===== src/rtl/uart_tx_buffered.sv =====
// Buffered UART 8N1 transmitter: a {last,data} FIFO feeding a start/data/stop
// serialiser, LSB first, with a one-cycle done pulse after a last-tagged stop bit.
module uart_tx_buffered #(
    parameter int CLKS_PER_BIT = 434,
    parameter int FIFO_DEPTH   = 16,
    parameter int CNT_W        = 5
) (
    input  logic             clk,
    input  logic             rst_n,
    input  logic             tx_en,
    input  logic [7:0]       w_data,
    input  logic             w_last,
    input  logic             w_valid,
    output logic             w_ready,
    output logic             tx,
    output logic             busy,
    output logic [CNT_W-1:0] fifo_count,
    output logic             done,
    output logic [1:0]       state_dbg
);
    // Write handshake: a byte is taken on a rising edge where w_valid && w_ready;
    // w_ready depends only on the FIFO fill level, never on w_valid.
    localparam int AW = $clog2(FIFO_DEPTH);
    localparam int BW = $clog2(CLKS_PER_BIT);

    localparam logic [1:0] S_IDLE  = 2'd0;
    localparam logic [1:0] S_START = 2'd1;
    localparam logic [1:0] S_DATA  = 2'd2;
    localparam logic [1:0] S_STOP  = 2'd3;

    localparam logic [BW-1:0]    BAUD_LAST = BW'(CLKS_PER_BIT - 1);
    localparam logic [CNT_W-1:0] FULL_CNT  = CNT_W'(FIFO_DEPTH);

    logic [8:0]       mem_q [FIFO_DEPTH];
    logic [AW-1:0]    wr_ptr_q, rd_ptr_q;
    logic [CNT_W-1:0] count_q, count_d;
    logic             push, pop, fifo_empty, baud_end;
    logic [8:0]       head;

    logic [1:0]       state_q, state_d;
    logic [BW-1:0]    baud_q, baud_d;
    logic [2:0]       bit_q, bit_d;
    logic [7:0]       shift_q, shift_d;
    logic             last_q, last_d;
    logic             tx_q, tx_d;
    logic             done_q, done_d;

    assign w_ready    = (count_q != FULL_CNT);
    assign fifo_empty = (count_q == '0);
    assign push       = w_valid && w_ready;
    assign baud_end   = (baud_q == BAUD_LAST);
    assign head       = mem_q[rd_ptr_q];

    // Pop decisions happen only from IDLE or on the final cycle of a stop bit.
    assign pop = !fifo_empty && tx_en &&
                 ((state_q == S_IDLE) || ((state_q == S_STOP) && baud_end));

    assign count_d = count_q + CNT_W'(push) - CNT_W'(pop);

    always_ff @(posedge clk) begin
        if (push) begin
            mem_q[wr_ptr_q] <= {w_last, w_data};
        end
    end

    always_ff @(posedge clk or negedge rst_n) begin
        if (!rst_n) begin
            wr_ptr_q <= '0;
            rd_ptr_q <= '0;
            count_q  <= '0;
        end else begin
            if (push) wr_ptr_q <= wr_ptr_q + AW'(1);
            if (pop)  rd_ptr_q <= rd_ptr_q + AW'(1);
            count_q <= count_d;
        end
    end

    always_comb begin
        state_d = state_q;
        baud_d  = baud_q;
        bit_d   = bit_q;
        shift_d = shift_q;
        last_d  = last_q;
        tx_d    = tx_q;
        done_d  = 1'b0;
        if (state_q != S_IDLE) begin
            baud_d = baud_end ? '0 : baud_q + BW'(1);
        end
        case (state_q)
            S_IDLE: begin
                if (pop) begin
                    state_d = S_START;
                    shift_d = head[7:0];
                    last_d  = head[8];
                    tx_d    = 1'b0;
                    baud_d  = '0;
                end
            end
            S_START: begin
                if (baud_end) begin
                    state_d = S_DATA;
                    bit_d   = 3'd0;
                    tx_d    = shift_q[0];
                end
            end
            S_DATA: begin
                if (baud_end) begin
                    if (bit_q == 3'd7) begin
                        state_d = S_STOP;
                        tx_d    = 1'b1;
                    end else begin
                        bit_d   = bit_q + 3'd1;
                        shift_d = shift_q >> 1;
                        tx_d    = shift_q[1];
                    end
                end
            end
            S_STOP: begin
                if (baud_end) begin
                    done_d = last_q;
                    if (pop) begin
                        state_d = S_START;
                        shift_d = head[7:0];
                        last_d  = head[8];
                        tx_d    = 1'b0;
                    end else begin
                        state_d = S_IDLE;
                        tx_d    = 1'b1;
                    end
                end
            end
            default: begin
                state_d = S_IDLE;
                tx_d    = 1'b1;
            end
        endcase
    end

    always_ff @(posedge clk or negedge rst_n) begin
        if (!rst_n) begin
            state_q <= S_IDLE;
            baud_q  <= '0;
            bit_q   <= '0;
            shift_q <= '0;
            last_q  <= 1'b0;
            tx_q    <= 1'b1;
            done_q  <= 1'b0;
        end else begin
            state_q <= state_d;
            baud_q  <= baud_d;
            bit_q   <= bit_d;
            shift_q <= shift_d;
            last_q  <= last_d;
            tx_q    <= tx_d;
            done_q  <= done_d;
        end
    end

    assign tx         = tx_q;
    assign busy       = (state_q != S_IDLE);
    assign done       = done_q;
    assign fifo_count = count_q;
    assign state_dbg  = state_q;

endmodule


===== config.mk =====
export PLATFORM = sky130hd
export DESIGN_NAME = uart_tx_buffered
export DESIGN_NICKNAME = d
export VERILOG_FILES = /design/src/rtl/uart_tx_buffered.sv
export SDC_FILE = /design/constraint.sdc
export NUM_CORES = 1
export LEC_CHECK = 0
export CAP_MARGIN = 40
export CORE_ASPECT_RATIO = 1.25
export CORE_MARGIN = 2
export CORE_UTILIZATION = 55
export DETAILED_ROUTE_END_ITERATION = 10
export PLACE_DENSITY = 0.73
export RECOVER_POWER = 100
export SYNTH_ARGS = -nofsm -noshare
export SYNTH_HDL_FRONTEND = slang
export SYNTH_SLANG_ARGS = --single-unit

===== constraint.sdc =====
create_clock -name clk -period 5.1 [get_ports clk]
set_input_delay 1.02 -clock clk [delete_from_list [all_inputs] [get_ports clk]]
set_output_delay 1.02 -clock clk [all_outputs]
set_load 0.01 [all_outputs]

==> results.py <==
metrics = {
    "detailed_routing": {
        "drc": 0,
        "wl_per_cell_um": 21.20,
        "drt_iter0_drc": 404,
        "wirelength_um": 15610,
        "drt_first_pass_iters": 5,
        "vias_per_cell": 5.905,
        "num_vias": 4346,
        "antenna_left": 0,
    },
    "timing": {
        "drv_slew": 39,
        "rsz0062_at_grt": "no",
        "period_share_pct": 65.57,
        "setup_tns_ps": 0,
        "finalClockSkew_ps": 10.85,
        "worst_slack_ps": 1756,
        "hold_viol": 0,
        "fmax_ghz": 0.2991,
        "max_slew_margin_pct": -36.50,
        "worstMarginPinSlew_ps": 2047,
        "period_minus_slack_ps": 3344,
        "setup_viol": 0,
    },
    "global_routing": {
        "grt_pass1_vias": 4460,
        "grt_antenna_before_repair": 0,
        "grt_pass1_wl_um": 24810,
        "grt_usage_pct": 21.91,
        "grt_max_degree": 40,
        "overflow": 0,
    },
    "floorplanning": {
        "dieWidth_um": 110.8,
        "io_pins": 24,
        "rows": 48,
        "initial_core_util_pct": 56.51,
        "fp.dieH_um": 137.5,
        "dieArea_um2": 15230,
        "core_area_um2": 13870,
    },
    "clocking": {
        "path_clk_slew_ps": 70,
        "hold_buffers": 0,
        "postCtsSetupBuffers": 0,
        "cts_sinks": 182,
        "clk_latency_ps": 430,
        "cts_root_buf": "clkbuf_16",
        "cts_tree": "done",
        "cts_buffers": 17,
        "cts_resized": 0,
        "h-tree-depth": 4,
        "clockBufferDepth": 2,
    },
    "hold_path": {
        "holdPathStages": 1,
        "holdPathEnd": "done$_DFF_PN0_",
        "hold_path_class": "reg -> reg",
        "hold_path_startpoint": "last_q$_DFFE_PN0P_",
    },
    "synthesis": {
        "syn_area_um2": 7840,
        "synth_edf_count": 144,
        "yosys_warnings": 0,
        "synthesis.nets": 549,
        "synthArstFlopShare_pct": 20.88,
        "syn_avg_cell_area_um2": 15.19,
        "synth-seq-area-share_pct": 67.30,
        "synthCells": 516,
        "synth.top_cell.area_share_pct": 55.15,
        "synth.distinct_cells": 57,
        "synth_top_area_cell": "edfxtp_1",
        "ys_top_cells_by_area": "edfxtp_1, dfrtp_1, mux2i_1, ha_1, mux4_2",
        "synth-seq-cells": 182,
        "synthFlopType": "edfxtp_1",
    },
    "final_layout": {
        "regArea_um2": 5276,
        "area_growth_pct": 11.76,
        "num_antenna_cells": 0,
        "final_cell_mix": "edfxtp_1, mux2i_1, dfrtp_1",
        "fillers": 1009,
        "layout-drive-gt1-share_pct": 9.091,
        "multiInputGateArea_um2": 2298,
        "final_common_cell": "edfxtp_1",
        "nets": 581,
    },
    "setup_path": {
        "reg2reg_setup_slack_ps": 1880,
        "required_ps": 5410,
        "cp.arrival_ps": 3650,
        "timing_worst_setup_path_type": "in -> reg",
        "critPathLaunchType": "input port",
        "crit_start": "tx_en",
        "cp_max_fo": 6,
        "setup.worst_path.end_class": "flip-flop",
        "r2r_cells": 6,
        "reg2reg_from": "state_dbg[0]$_DFFE_PN0P_",
        "r2r_end": "shift_q[0]$_DFFE_PN0P_",
    },
    "placement": {
        "pre_cts_slack_ps": 1476,
        "port-buffer-count": 23,
        "place_hpwl_um": 10660,
        "gp_congestion": 0.8238,
    },
    "job": {
        "drv_cap": 1,
    },
    "power_and_ir_drop": {
        "power.total_uw": 4852,
        "combinationalPowerShare_pct": 32.2,
        "switchingPower_uw": 1626,
        "power_leakage_uw": 0.003150,
        "clockPowerShare_pct": 25.4,
        "power.internal_uw": 3227,
        "p_sw_share_pct": 33.50,
        "p_seq_share_pct": 42.5,
        "power.density_nw_per_um2": 553.8,
        "max-vdd-ir-drop_mv": 0.3405,
    },
    "run_status": {
        "outcome": "finished with violations",
        "violations": "max-capacitance violations, max-slew violations",
    },
}
## per-layer routing
layer / up-vias / GRT usage [%] / wire (um)
li1: 2033 / - / -
met4: 0 / 8.542 / 338
met5: - / 0 / 0
met2: 130 / 38.82 / 8190
met1: 2156 / 26.79 / 6484
met3: 27 / 4.355 / 593
## power groups by stage
stage	clock network (uW)	logic, uW	registers (uW)
6_report	1230	1560	2060
2_1_floorplan	0	1220	1970
3_3_place_gp	0	1430	2150
3_5_place_dp	0	1590	2100
5_1_grt	1300	1700	2090
4_1_cts	1250	1600	2070
## kinds of logic after synthesis
family / synth area share (%)
flip-flops: 67.30
multiplexers: 10.66
XOR/XNOR: 1.229
adder cells (fa/ha/maj): 3.288
AO/OA/AOI/OAI: 7.996
AND/OR/NAND/NOR: 6.815
buffers and inverters: 2.713
## worst max-delay path, cell delays in order
cell and delay, ps:
dlygate4sd3_1 570, nor2b_1 400, o21a_1 340, ha_1 280
inv_1 50, ha_1 150, inv_1 50, fa_1 400
inv_1 70, a21oi_1 60, nor2_1 80, nor2_1 50
xnor2_1 120
## final cells by class
type                    instances  area share (%)
repair buffers                 37           3.598
flip-flops and latches        182           60.22
multi-input cells             287           26.23
clock inverters                 9          0.7425
inverters                      23          0.9853
well taps                     175           2.499
clock buffers                  23           5.726
## worst max path at each step
| stage | endpoint | slack (ps) | cells past startpoint |
|---|---|---|---|
| after global placement | fifo_count[4]$_DFF_PN0_ | 1570 | 13 |
| after global routing | fifo_count[4]$_DFF_PN0_ | 1580 | 13 |
| final | fifo_count[4]$_DFF_PN0_ | 1760 | 13 |
| after detailed placement | fifo_count[4]$_DFF_PN0_ | 1480 | 13 |
| after floorplan | fifo_count[4]$_DFF_PN0_ | 2240 | 12 |
| after CTS | busy | 1920 | 4 |
## stage by stage
stage / instances / hold WS (ps) / cell area (um^2) / utilization [%]
after global placement: 692 / 463.7 / 8202 / 59.12
after detailed placement: 704 / 467.5 / 8309 / 59.89
after global routing: 736 / 504.9 / 8762 / 63.16
after CTS: 736 / 481.9 / 8876 / 63.98
after floorplan: 516 / 449.4 / 7840 / -
final: 736 / 481.7 / 8762 / 63.16
## Yosys cell counts, drive strengths merged (3+ instances only)
cell type,number
edfxtp,144
mux2i,58
dfrtp,37
a21oi,23
inv,23
nand2,23
ha,19
o21ai,17
buf,16
nor2,15
a22oi,12
and2,11
mux4,9
xnor2,9
clkbuf,8
nand3,8
nor2b,7
a22o,6
a31oi,6
a221oi,5
a2bb2oi,5
nand2b,5
nor3,5
nor4,5
and3,4
mux2,4
o22ai,3
## registers in the layout (all words and copies together), names as in the netlist
name	flops
rd_ptr_q	4
mem_q	144
fifo_count	5
last_q	1
bit_q	3
baud_q	9
wr_ptr_q	4
done	1
state_dbg	2
tx	1
shift_q	8
Power figures use the tool's default switching activity.
